==> config.mk <==
export PLATFORM = sky130hd
export DESIGN_NAME = uart_packet_tx
export DESIGN_NICKNAME = d
export VERILOG_FILES = /design/src/rtl/uart_pkg.sv /design/src/rtl/uart_byte_tx.sv /design/src/rtl/uart_packet_tx.sv
export SDC_FILE = /design/constraint.sdc
export NUM_CORES = 1
export LEC_CHECK = 0
export CAP_MARGIN = 40
export CORE_ASPECT_RATIO = 2
export CORE_MARGIN = 8
export CORE_UTILIZATION = 30
export DETAILED_ROUTE_END_ITERATION = 10
export GPL_TIMING_DRIVEN = 0
export PLACE_DENSITY = 0.48
export SLEW_MARGIN = 20
export SYNTH_ARGS = -nofsm -noshare
export SYNTH_HDL_FRONTEND = slang
export SYNTH_SLANG_ARGS = --single-unit
==> constraint.sdc <==
create_clock -name clk -period 5.7 [get_ports clk]
set_input_delay 1.14 -clock clk [delete_from_list [all_inputs] [get_ports clk]]
set_output_delay 1.14 -clock clk [all_outputs]
set_load 0.01 [all_outputs]
==> src/rtl/uart_pkg.sv <==
// Shared definitions for the UART packet transmitter.
//
// Contents:
//   uart_state_e           - character-level FSM state encoding
//   DEFAULT_REG_SIZE       - default bytes per packet
//   DEFAULT_UART_BIT_WIDTH - default data bits per character
//   DEFAULT_CLKS_PER_BIT   - default clk cycles per UART bit
//
// Optional feature macro: UART_PARITY_EN (adds the PARITY state).
package uart_pkg;

    typedef enum logic [2:0] {
        ST_IDLE   = 3'd0,
        ST_START  = 3'd1,
        ST_DATA   = 3'd2,
`ifdef UART_PARITY_EN
        ST_PARITY = 3'd3,
`endif
        ST_STOP   = 3'd4
    } uart_state_e;

    localparam int DEFAULT_REG_SIZE       = 28;
    localparam int DEFAULT_UART_BIT_WIDTH = 8;
    localparam int DEFAULT_CLKS_PER_BIT   = 868;

endpackage

==> src/rtl/uart_byte_tx.sv <==
// Single-character UART transmitter.
//
// Sends start bit (0), data bits LSB first, optional even-parity bit,
// then stop bit (1). Each bit lasts CLKS_PER_BIT cycles.
//
// Ports:
//   clk         - system clock (rising edge)
//   n_rst       - asynchronous active-low reset
//   valid_i     - a character is offered on data_i
//   data_i      - character to send
//   ready_o     - character accepted this cycle if valid_i is high
//                 (in IDLE, or in the final stop-bit cycle so characters
//                 chain without an idle gap)
//   char_done_o - final cycle of the stop bit
//   tx_o        - serial line, registered, idle high
//
// Optional feature macro: UART_PARITY_EN (even parity after data bits).
module uart_byte_tx
    import uart_pkg::*;
#(
    parameter int UART_BIT_WIDTH = DEFAULT_UART_BIT_WIDTH,
    parameter int CLKS_PER_BIT   = DEFAULT_CLKS_PER_BIT
) (
    input  logic                      clk,
    input  logic                      n_rst,
    input  logic                      valid_i,
    input  logic [UART_BIT_WIDTH-1:0] data_i,
    output logic                      ready_o,
    output logic                      char_done_o,
    output logic                      tx_o
);

    localparam int BAUD_W = $clog2(CLKS_PER_BIT);
    localparam int BIT_W  = (UART_BIT_WIDTH > 1) ? $clog2(UART_BIT_WIDTH) : 1;
    localparam logic [BAUD_W-1:0] BAUD_LAST = BAUD_W'(CLKS_PER_BIT - 1);
    localparam logic [BIT_W-1:0]  BIT_LAST  = BIT_W'(UART_BIT_WIDTH - 1);

    uart_state_e               state_q, state_d;
    logic [BAUD_W-1:0]         baud_q, baud_d;
    logic [BIT_W-1:0]          bit_q, bit_d;
    logic [BIT_W-1:0]          bit_inc;
    logic [UART_BIT_WIDTH-1:0] data_q, data_d;
    logic                      tx_q, tx_d;
    logic                      baud_last;

    assign baud_last   = (baud_q == BAUD_LAST);
    assign bit_inc     = bit_q + 1'b1;
    assign ready_o     = (state_q == ST_IDLE) || ((state_q == ST_STOP) && baud_last);
    assign char_done_o = (state_q == ST_STOP) && baud_last;
    assign tx_o        = tx_q;

    always_comb begin
        state_d = state_q;
        baud_d  = baud_q;
        bit_d   = bit_q;
        data_d  = data_q;
        tx_d    = tx_q;

        // Baud counter runs in every active state and wraps at each bit
        // boundary, so a bit transition always coincides with baud_last.
        if (state_q != ST_IDLE) begin
            baud_d = baud_last ? '0 : baud_q + 1'b1;
        end

        // tx_d is the value the line takes in the *next* bit, so every
        // transition loads the first level of the state being entered.
        case (state_q)
            ST_IDLE: begin
                tx_d   = 1'b1;
                baud_d = '0;
                if (valid_i) begin
                    state_d = ST_START;
                    data_d  = data_i;
                    tx_d    = 1'b0;
                end
            end
            ST_START: begin
                if (baud_last) begin
                    state_d = ST_DATA;
                    bit_d   = '0;
                    tx_d    = data_q[0];
                end
            end
            ST_DATA: begin
                if (baud_last) begin
                    if (bit_q == BIT_LAST) begin
`ifdef UART_PARITY_EN
                        state_d = ST_PARITY;
                        tx_d    = ^data_q;
`else
                        state_d = ST_STOP;
                        tx_d    = 1'b1;
`endif
                    end else begin
                        bit_d = bit_inc;
                        tx_d  = data_q[bit_inc];
                    end
                end
            end
`ifdef UART_PARITY_EN
            ST_PARITY: begin
                if (baud_last) begin
                    state_d = ST_STOP;
                    tx_d    = 1'b1;
                end
            end
`endif
            ST_STOP: begin
                if (baud_last) begin
                    if (valid_i) begin
                        state_d = ST_START;
                        data_d  = data_i;
                        tx_d    = 1'b0;
                    end else begin
                        state_d = ST_IDLE;
                        tx_d    = 1'b1;
                    end
                end
            end
            default: begin
                state_d = ST_IDLE;
                baud_d  = '0;
                tx_d    = 1'b1;
            end
        endcase
    end

    always_ff @(posedge clk or negedge n_rst) begin
        if (!n_rst) begin
            state_q <= ST_IDLE;
            baud_q  <= '0;
            bit_q   <= '0;
            data_q  <= '0;
            tx_q    <= 1'b1;
        end else begin
            state_q <= state_d;
            baud_q  <= baud_d;
            bit_q   <= bit_d;
            data_q  <= data_d;
            tx_q    <= tx_d;
        end
    end

endmodule

==> src/rtl/uart_packet_tx.sv <==
// UART packet transmitter: sends REG_SIZE characters back-to-back from a
// snapshot of iDataReg taken when iStart is accepted.
//
// Ports:
//   clk      - system clock (rising edge)
//   n_rst    - asynchronous active-low reset; aborts any packet in flight
//   iStart   - one-cycle request to send the current packet
//   iDataReg - packet bytes, index 0 sent first
//   oTx      - serial line, idle high
//   oBusy    - packet in flight (cycle after acceptance to last stop cycle)
//   oDone    - one-cycle pulse in the first idle cycle after a packet
//   oDropCnt - saturating count of iStart requests ignored while busy
//
// Optional feature macro: UART_PARITY_EN (even parity bit per character).
module uart_packet_tx
    import uart_pkg::*;
#(
    parameter int REG_SIZE       = DEFAULT_REG_SIZE,
    parameter int UART_BIT_WIDTH = DEFAULT_UART_BIT_WIDTH,
    parameter int CLKS_PER_BIT   = DEFAULT_CLKS_PER_BIT
) (
    input  logic                      clk,
    input  logic                      n_rst,
    input  logic                      iStart,
    input  logic [UART_BIT_WIDTH-1:0] iDataReg [REG_SIZE],
    output logic                      oTx,
    output logic                      oBusy,
    output logic                      oDone,
    output logic [15:0]               oDropCnt
);

    localparam int IDX_W = $clog2(REG_SIZE + 1);
    localparam logic [IDX_W-1:0] IDX_LAST = IDX_W'(REG_SIZE - 1);

    logic [UART_BIT_WIDTH-1:0] snap_q [REG_SIZE];
    logic [IDX_W-1:0]          idx_q, idx_d;
    logic [IDX_W-1:0]          idx_next;
    logic                      busy_q, busy_d;
    logic                      done_q, done_d;
    logic [15:0]               drop_q, drop_d;

    logic                      accept;
    logic                      last_byte;
    logic                      byte_valid;
    logic [UART_BIT_WIDTH-1:0] byte_data;
    logic [UART_BIT_WIDTH-1:0] next_byte;
    logic                      byte_ready;
    logic                      char_done;

    assign accept    = iStart && !busy_q;
    assign last_byte = (idx_q == IDX_LAST);
    assign idx_next  = idx_q + 1'b1;

    // Byte 0 is taken straight from iDataReg so the start bit goes out in
    // the cycle right after acceptance; later bytes come from the snapshot.
    // While busy the next byte is always offered; the character
    // transmitter only consumes it at the end of the current stop bit.
    assign byte_valid = accept || (busy_q && !last_byte);
    assign byte_data  = accept ? iDataReg[0] : next_byte;

    always_comb begin
        next_byte = '0;
        for (int i = 0; i < REG_SIZE; i++) begin
            if (idx_next == IDX_W'(i)) begin
                next_byte = snap_q[i];
            end
        end
    end

    always_comb begin
        idx_d  = idx_q;
        busy_d = busy_q;
        done_d = 1'b0;
        drop_d = drop_q;

        if (accept) begin
            idx_d  = '0;
            busy_d = 1'b1;
        end else if (busy_q) begin
            if (byte_ready && !last_byte) begin
                idx_d = idx_next;
            end
            if (char_done && last_byte) begin
                busy_d = 1'b0;
                done_d = 1'b1;
            end
        end

        if (iStart && busy_q && (drop_q != 16'hFFFF)) begin
            drop_d = drop_q + 16'd1;
        end
    end

    always_ff @(posedge clk or negedge n_rst) begin
        if (!n_rst) begin
            for (int i = 0; i < REG_SIZE; i++) begin
                snap_q[i] <= '0;
            end
            idx_q  <= '0;
            busy_q <= 1'b0;
            done_q <= 1'b0;
            drop_q <= '0;
        end else begin
            if (accept) begin
                for (int i = 0; i < REG_SIZE; i++) begin
                    snap_q[i] <= iDataReg[i];
                end
            end
            idx_q  <= idx_d;
            busy_q <= busy_d;
            done_q <= done_d;
            drop_q <= drop_d;
        end
    end

    uart_byte_tx #(
        .UART_BIT_WIDTH (UART_BIT_WIDTH),
        .CLKS_PER_BIT   (CLKS_PER_BIT)
    ) u_byte_tx (
        .clk         (clk),
        .n_rst       (n_rst),
        .valid_i     (byte_valid),
        .data_i      (byte_data),
        .ready_o     (byte_ready),
        .char_done_o (char_done),
        .tx_o        (oTx)
    );

    assign oBusy    = busy_q;
    assign oDone    = done_q;
    assign oDropCnt = drop_q;

endmodule

==> flow_summary_export.csv, run 1 <==
group,metric,value,unit
outcome,run_status,"finished clean",
floorplanning,fp.dieH,314.1,microns
clock_network,cts_resized,0,
critical_path,crit-reg2reg-launch,"idx_q[1]",
sta,final_setup_skew,0.02391,ns
synthesis,area_of_the_mapped_netlist,13330,sq um
critical_path,worst_path_max_delay_cell,"clkbuf_1",
critical_path,crit_path_frequent_cell,"clkbuf_1",
finish,final_area,17580,sq um
pwr,worst_ir_drop_vdd,0.2464,mV
synthesis,ys_ff_latch,272,
finish,drive_above_1_share,4.593,%
critical_path,crit_path_start,"idx_q[1]",
place,placement.io_buffers,245,
drt,number_of_design_rule_violations_left_by_the_first_detailed_router_iteration,743,
global_routing,grtUsageTotal,21.51,%
synthesis,synth_top_area_share,50.87,%
synthesis,syn_inst,1614,
critical_path,highest_net_fanout_along_the_worst_path,10,
sta,timing.slew.headroom,43.39,%
drt,vias,12720,
synthesis,yosys.cell_types.count,80,
sta,setup_repair_after_global_routing_missed_its_margin,"false",
sta,timing.hold.ws,0.4749,ns
drt,wire_per_inst,22.83,microns
synthesis,mux_cell_area_share_after_synthesis,0.5068,%
global_routing,grt_overflow_total,0,
sta,final.setup.tns,0,ns
sta,post-route-worst-setup-slack,1.599,ns
hold_path,worstHoldPathType,"flip-flop to flip-flop",
clock_network,clk_latency_worst_skew_pair,0.57,ns
critical_path,worstPathCellList,"inv_1, ha_1, clkbuf_1, or2_2, clkbuf_1, clkbuf_1, a221oi_1, nor2_1, a22oi_1, nor4_1, clkdlybuf4s18_2, o2111ai_1, o21ai_1",
finish,syn2layout_area_growth,31.86,%
synthesis,synth_compound_area_share,14.11,%
sta,final-setup-viol-count,0,
global_routing,first_global_vias,13330,
drt,postRouteWirelength,56410,microns
sta,report.final.slew_viol_count,0,
clock_network,tritoncts.num_buffers,27,
global_routing,grt_pass1_wl,83330,microns
finish,final_nets,2132,
sta,hold_viol_final,0,
pwr,total_leakage_power,8.104,nW
floorplanning,fp.dieArea,51850,sq um
sta,layout_min_cycle_time,4.101,ns
synthesis,syn_nets,1850,
hold_path,min_from,"snap_q[86]",
sta,min_period_over_period,71.95,%
synthesis,ys_async_sr_fraction,100.0,%
clock_network,clock_tree_buf_depth,3,
synthesis,yosys.area_share.adder,0.8447,%
drt,detail_route.drc_violations,0,
critical_path,required,6.19,ns
sta,clock.fmax,243.8,MHz
synthesis,dominantRegCellSynth,"dfrtp_1",
synthesis,simple_gate_fraction_of_synth_area,28.73,%
global_routing,antenna_violations_before_repair,0,
floorplanning,floorplan.die.width,165.1,microns
place,pre_cts_slack,1.302,ns
clock_network,tritoncts_clock_tree,"yes",
synthesis,synthXorXnorAreaFrac,1.511,%
pwr,p_total,6.692,mW
place,cell_area_reported_after_detailed_placement,16590,sq um
drt,drt_pass1_iterations,5,
synthesis,synth_top_family_by_area,"simple AND/OR/NAND/NOR gates",
critical_path,critPathKind,"flip-flop to flip-flop",
drt,postRouteAntennaNets,0,
floorplanning,placeableCoreArea,44050,sq um
synthesis,synth_warnings,0,
synthesis,synth_top_area_cell,"dfrtp_1",
drt,vias_per_cell,5.147,
flow_run,cap_viol_max_count,0,
finish,n_diodes,0,
synthesis,seq_area_frac_synth,51.07,%
floorplanning,start_util,30.26,%
critical_path,critPathMaxStageDelay,0.67,ns
place,dp_hpwl,45020,microns
critical_path,worst_setup_path_start_kind,"flip-flop",
synthesis,post_synth.cell_area_avg,8.260,sq um
synthesis,synth_edf_count,0,
synthesis,synth.top_cells.by_area,"dfrtp_1 (51%), nand2_1 (21%), nor2_1 (2.4%)",
finish,layout.cells.most_common_list,"nand2_1 (732), dfrtp_1 (271), clkdlybuf4s50_1 (244)",
finish,layout.cells.most_common,"nand2_1",
clock_network,hold_buffers,0,
place,routability_congestion_estimate,0.9205,
sta,timing_worst_slew_pin_value,0.8384,ns
floorplanning,ioPinCount,246,
pwr,power_density,380.7,nW/um^2
global_routing,grt_start_max_net_pins,96,
critical_path,critPathCaptureType,"flip-flop",
critical_path,arrival_time_of_data_at_the_critical_path_endpoint,4.59,ns
clock_network,cts_setup_buffers,0,
clock_network,clkSlewWorstSetupHoldPaths,0.07,ns
clock_network,h-tree-depth,1,
floorplanning,row_count,109,
clock_network,cts_root_buffer,"clkbuf_16",
clock_network,clkSinkCount,272,
==> final cells by class <==
class	count	area, sq um
Fill cell	4611	26470
Sequential cell	272	6808
Multi-Input combinational cell	1233	6092
Timing Repair Buffer	253	2577
Clock buffer	34	752.0
Tap cell	555	694.4
Buffer	91	364.1
Clock inverter	15	224.0
Inverter	18	67.56
==> final timing paths <==
kind	endpoint	slack, ns	depth (start not counted)
max	u_byte_tx.data_q[0]	1.60	13
min reg2reg	snap_q[86]	0.47	2
min	snap_q[86]	0.47	2
max reg2reg	u_byte_tx.data_q[0]	1.60	13
min in group asynchronous	snap_q[100]	0.60	1
max in group asynchronous	oDropCnt[5]	4.11	2
==> logic make-up after synthesis <==
| group | count (synthesis) |
|---|---|
| fa+ha+maj | 9 |
| compound gates | 254 |
| xor+xnor | 23 |
| mux | 4 |
| flops | 272 |
| simple gates | 943 |
| buf+inv | 109 |
==> layer usage <==
layer | vias up | track usage, % | routed length (microns)
li1 | 6014 | - | -
met1 | 6137 | 22.98 | 20250
met4 | 0 | 10.30 | 2872
met5 | - | 0 | 0
met2 | 451 | 40.06 | 30440
met3 | 116 | 3.051 | 2845
==> report_power, final <==
group          switching [mW]  leakage (nW)  internal [mW]
Sequential              0.245          3.44           2.20
Clock                   0.824         0.463           1.17
Combinational            1.45          4.20          0.806
==> metrics by stage <==
step	std cells	utilization, %
6_report	2471	39.91
5_1_grt	2471	39.91
4_1_cts	2470	39.88
3_5_place_dp	2421	37.67
3_3_place_gp	2414	37.41
2_1_floorplan	1614	-
==> synth_stat cells (9+ instances only) <==
cell / n
nand4_1: 9
nor2_1: 85
nor2b_1: 9
nor4_1: 14
buf_2: 9
ha_1: 9
nor3_1: 20
inv_1: 14
nand2_1: 732
a221oi_1: 16
a21oi_1: 28
a22oi_1: 21
o22ai_1: 28
clkbuf_1: 73
nand3_1: 33
o21ai_1: 9
xnor2_1: 15
o21ai_0: 33
dfrtp_1: 271
o221ai_1: 9
==> worst max-delay path, delay by kind of cell (launching register included) <==
| kind | cells | cell delay (ns) |
|---|---|---|
| DFF | 1 | 0.48 |
| adders and majority gates | 1 | 0.17 |
| and+or+nand+nor | 3 | 0.72 |
| AOI/OAI and AO/OA | 4 | 0.60 |
| buffers and inverters | 5 | 2.06 |
==> sequential cells by signal, summed over array words and instances (netlist names) <==
| register | flops |
|---|---|
| snap_q | 224 |
| oDropCnt | 16 |
| u_byte_tx.baud_q | 10 |
| u_byte_tx.data_q | 8 |
| idx_q | 5 |
| u_byte_tx.bit_q | 3 |
| u_byte_tx.state_q | 3 |
| oBusy | 1 |
| oDone | 1 |
| u_byte_tx.tx_o | 1 |
No activity file was read; power rests on OpenSTA's default activity.
==> run 2, diff against run 1 <==
--- a/config.mk
+++ b/config.mk
@@ -11,7 +11,7 @@
 export CORE_UTILIZATION = 30
 export DETAILED_ROUTE_END_ITERATION = 10
 export GPL_TIMING_DRIVEN = 0
-export PLACE_DENSITY = 0.48
+export PLACE_DENSITY = 0.5
 export SLEW_MARGIN = 20
 export SYNTH_ARGS = -nofsm -noshare
 export SYNTH_HDL_FRONTEND = slang
==> constraint.sdc (replaced) <==
create_clock -name clk -period 3.4 [get_ports clk]
set_input_delay 0.68 -clock clk [delete_from_list [all_inputs] [get_ports clk]]
set_output_delay 0.68 -clock clk [all_outputs]
set_load 0.01 [all_outputs]
==> run 2 against run 1 <==
  * Register-to-register slack worse by 1.6 ns
  * Largest cell class unchanged
  * Highest routed layer unchanged
  * Clock skew about the same
  * Critical path type unchanged
  * Worst setup slack got worse by 1.6 ns
==> flow_summary_export.csv, run 2 (synthesis gave the netlist of run 1 again) <==
group,metric,value,unit
sta,min_period_over_period,98.96,%
critical_path,worstPathCellList,"ha_1, buf_2, and4_1, or2_2, clkbuf_4, nor2_4, nand2_1, o221ai_1, a41oi_1, or3_1",
clock_network,clock_tree_buf_depth,3,
floorplanning,fp.dieArea,51850,sq um
global_routing,grt_overflow_total,0,
sta,clock.fmax,297.2,MHz
flow_run,cap_viol_max_count,0,
finish,layout.cells.most_common_list,"nand2_1 (729), dfrtp_1 (269), clkdlybuf4s50_1 (244)",
floorplanning,placeableCoreArea,44050,sq um
place,cell_area_reported_after_detailed_placement,16590,sq um
critical_path,critPathCaptureType,"flip-flop",
finish,n_diodes,0,
sta,layout_min_cycle_time,3.365,ns
clock_network,clkSinkCount,272,
clock_network,clk_latency_worst_skew_pair,0.56,ns
global_routing,first_global_vias,13620,
sta,final-setup-viol-count,0,
finish,syn2layout_area_growth,32.58,%
global_routing,antenna_violations_before_repair,0,
critical_path,worst_path_max_delay_cell,"dfrtp_2",
drt,vias,12770,
finish,largest_register,"snap_q",
pwr,power_density,627.7,nW/um^2
place,placement.io_buffers,245,
drt,wire_per_inst,22.88,microns
critical_path,critPathKind,"flip-flop to flip-flop",
finish,final_area,17670,sq um
place,pre_cts_slack,-0.8966,ns
critical_path,arrival_time_of_data_at_the_critical_path_endpoint,3.80,ns
critical_path,highest_net_fanout_along_the_worst_path,10,
finish,fillCellCount,4625,
global_routing,grtUsageTotal,21.44,%
global_routing,grt_pass1_wl,83560,microns
clock_network,tritoncts.num_buffers,27,
critical_path,worst_setup_path_start_kind,"flip-flop",
clock_network,clkSlewWorstSetupHoldPaths,0.07,ns
place,routability_congestion_estimate,0.9222,
sta,setup_repair_after_global_routing_missed_its_margin,"true",
sta,timing.hold.ws,0.03735,ns
sta,hold_viol_final,0,
floorplanning,floorplan.die.width,165.1,microns
pwr,p_total,11.10,mW
finish,final_core_utilization,40.12,%
floorplanning,start_util,30.26,%
critical_path,required,3.84,ns
sta,timing.slew.headroom,43.52,%
sta,report.final.slew_viol_count,0,
clock_network,tritoncts_clock_tree,"yes",
critical_path,critPathMaxStageDelay,0.48,ns
drt,postRouteAntennaNets,0,
finish,largest_reg_flops,224,
global_routing,grt_start_max_net_pins,99,
finish,final_nets,2130,
sta,timing_worst_slew_pin_value,0.8471,ns
drt,postRouteWirelength,56470,microns
drt,vias_per_cell,5.173,
outcome,run_status,"finished clean",
finish,layout.cells.most_common,"nand2_1",
hold_path,worstHoldPathType,"primary input to async pin",
sta,final.setup.tns,0,ns
drt,number_of_design_rule_violations_left_by_the_first_detailed_router_iteration,829,
place,place.detailed.instances,2419,
place,dp_hpwl,45290,microns
clock_network,cts_root_buffer,"clkbuf_16",
clock_network,hold_buffers,0,
floorplanning,ioPinCount,246,
clock_network,h-tree-depth,1,
pwr,worst_ir_drop_vdd,0.3731,mV
sta,final_setup_skew,0.02423,ns
pwr,total_leakage_power,8.145,nW
floorplanning,row_count,109,
drt,drt_pass1_iterations,7,
finish,drive_above_1_share,6.639,%
floorplanning,fp.dieH,314.1,microns
drt,detail_route.drc_violations,0,
sta,post-route-worst-setup-slack,0.03548,ns
finish,fin_cells,2468,
-- run 2: power by group --
group	internal, mW	switching (mW)
clock	1.71	1.31
sequential	3.70	0.414
combinational	1.43	2.53
-- run 2: routing by layer --
layer	track usage (%)	vias up	routed length (microns)	share of wire (%)
met3	2.344	102	2528	4.5
met2	41.34	427	31140	55
met1	22.46	6230	20170	36
met5	0	-	0	0
li1	-	6009	-	-
met4	9.441	0	2627	4.7
-- run 2: repair_timing --
action | CTS | global route
pin swaps | 2 | 2
buffers inserted | 3 | 0
gates resized for setup | 38 | 23
endpoints found under the setup margin | 22 | 7
-- run 2: cell type report --
type | count | area (sq um) | share of cell area, %
Timing Repair Buffer | 253 | 2584 | 14.62
Clock buffer | 40 | 804.5 | 4.552
Multi-Input combinational cell | 1233 | 6252 | 35.37
Buffer | 89 | 387.9 | 2.195
Clock inverter | 8 | 72.57 | 0.4106
Tap cell | 555 | 694.4 | 3.929
Inverter | 18 | 68.82 | 0.3894
Sequential cell | 272 | 6810 | 38.53
-- run 2: worst paths after layout --
path,start,endpoint,slack [ns],depth (start not counted)
setup / recovery,idx_q[0],u_byte_tx.data_q[2],0.04,10
hold / removal,n_rst,snap_q[76],0.04,1
setup reg to reg,idx_q[0],u_byte_tx.data_q[2],0.04,10
max in group asynchronous,n_rst,u_byte_tx.tx_o,2.23,3
hold reg to reg,snap_q[159],snap_q[159],0.47,2
min in group clk,snap_q[159],snap_q[159],0.47,2
-- run 2: worst max-delay path, delay by kind of cell, from the launching register on --
| kind | cells | cell delay, ns |
|---|---|---|
| and+or+nand+nor | 5 | 1.58 |
| buffers and inverters | 2 | 0.42 |
| AOI/OAI and AO/OA | 2 | 0.56 |
| DFF | 1 | 0.48 |
| adders and majority gates | 1 | 0.21 |
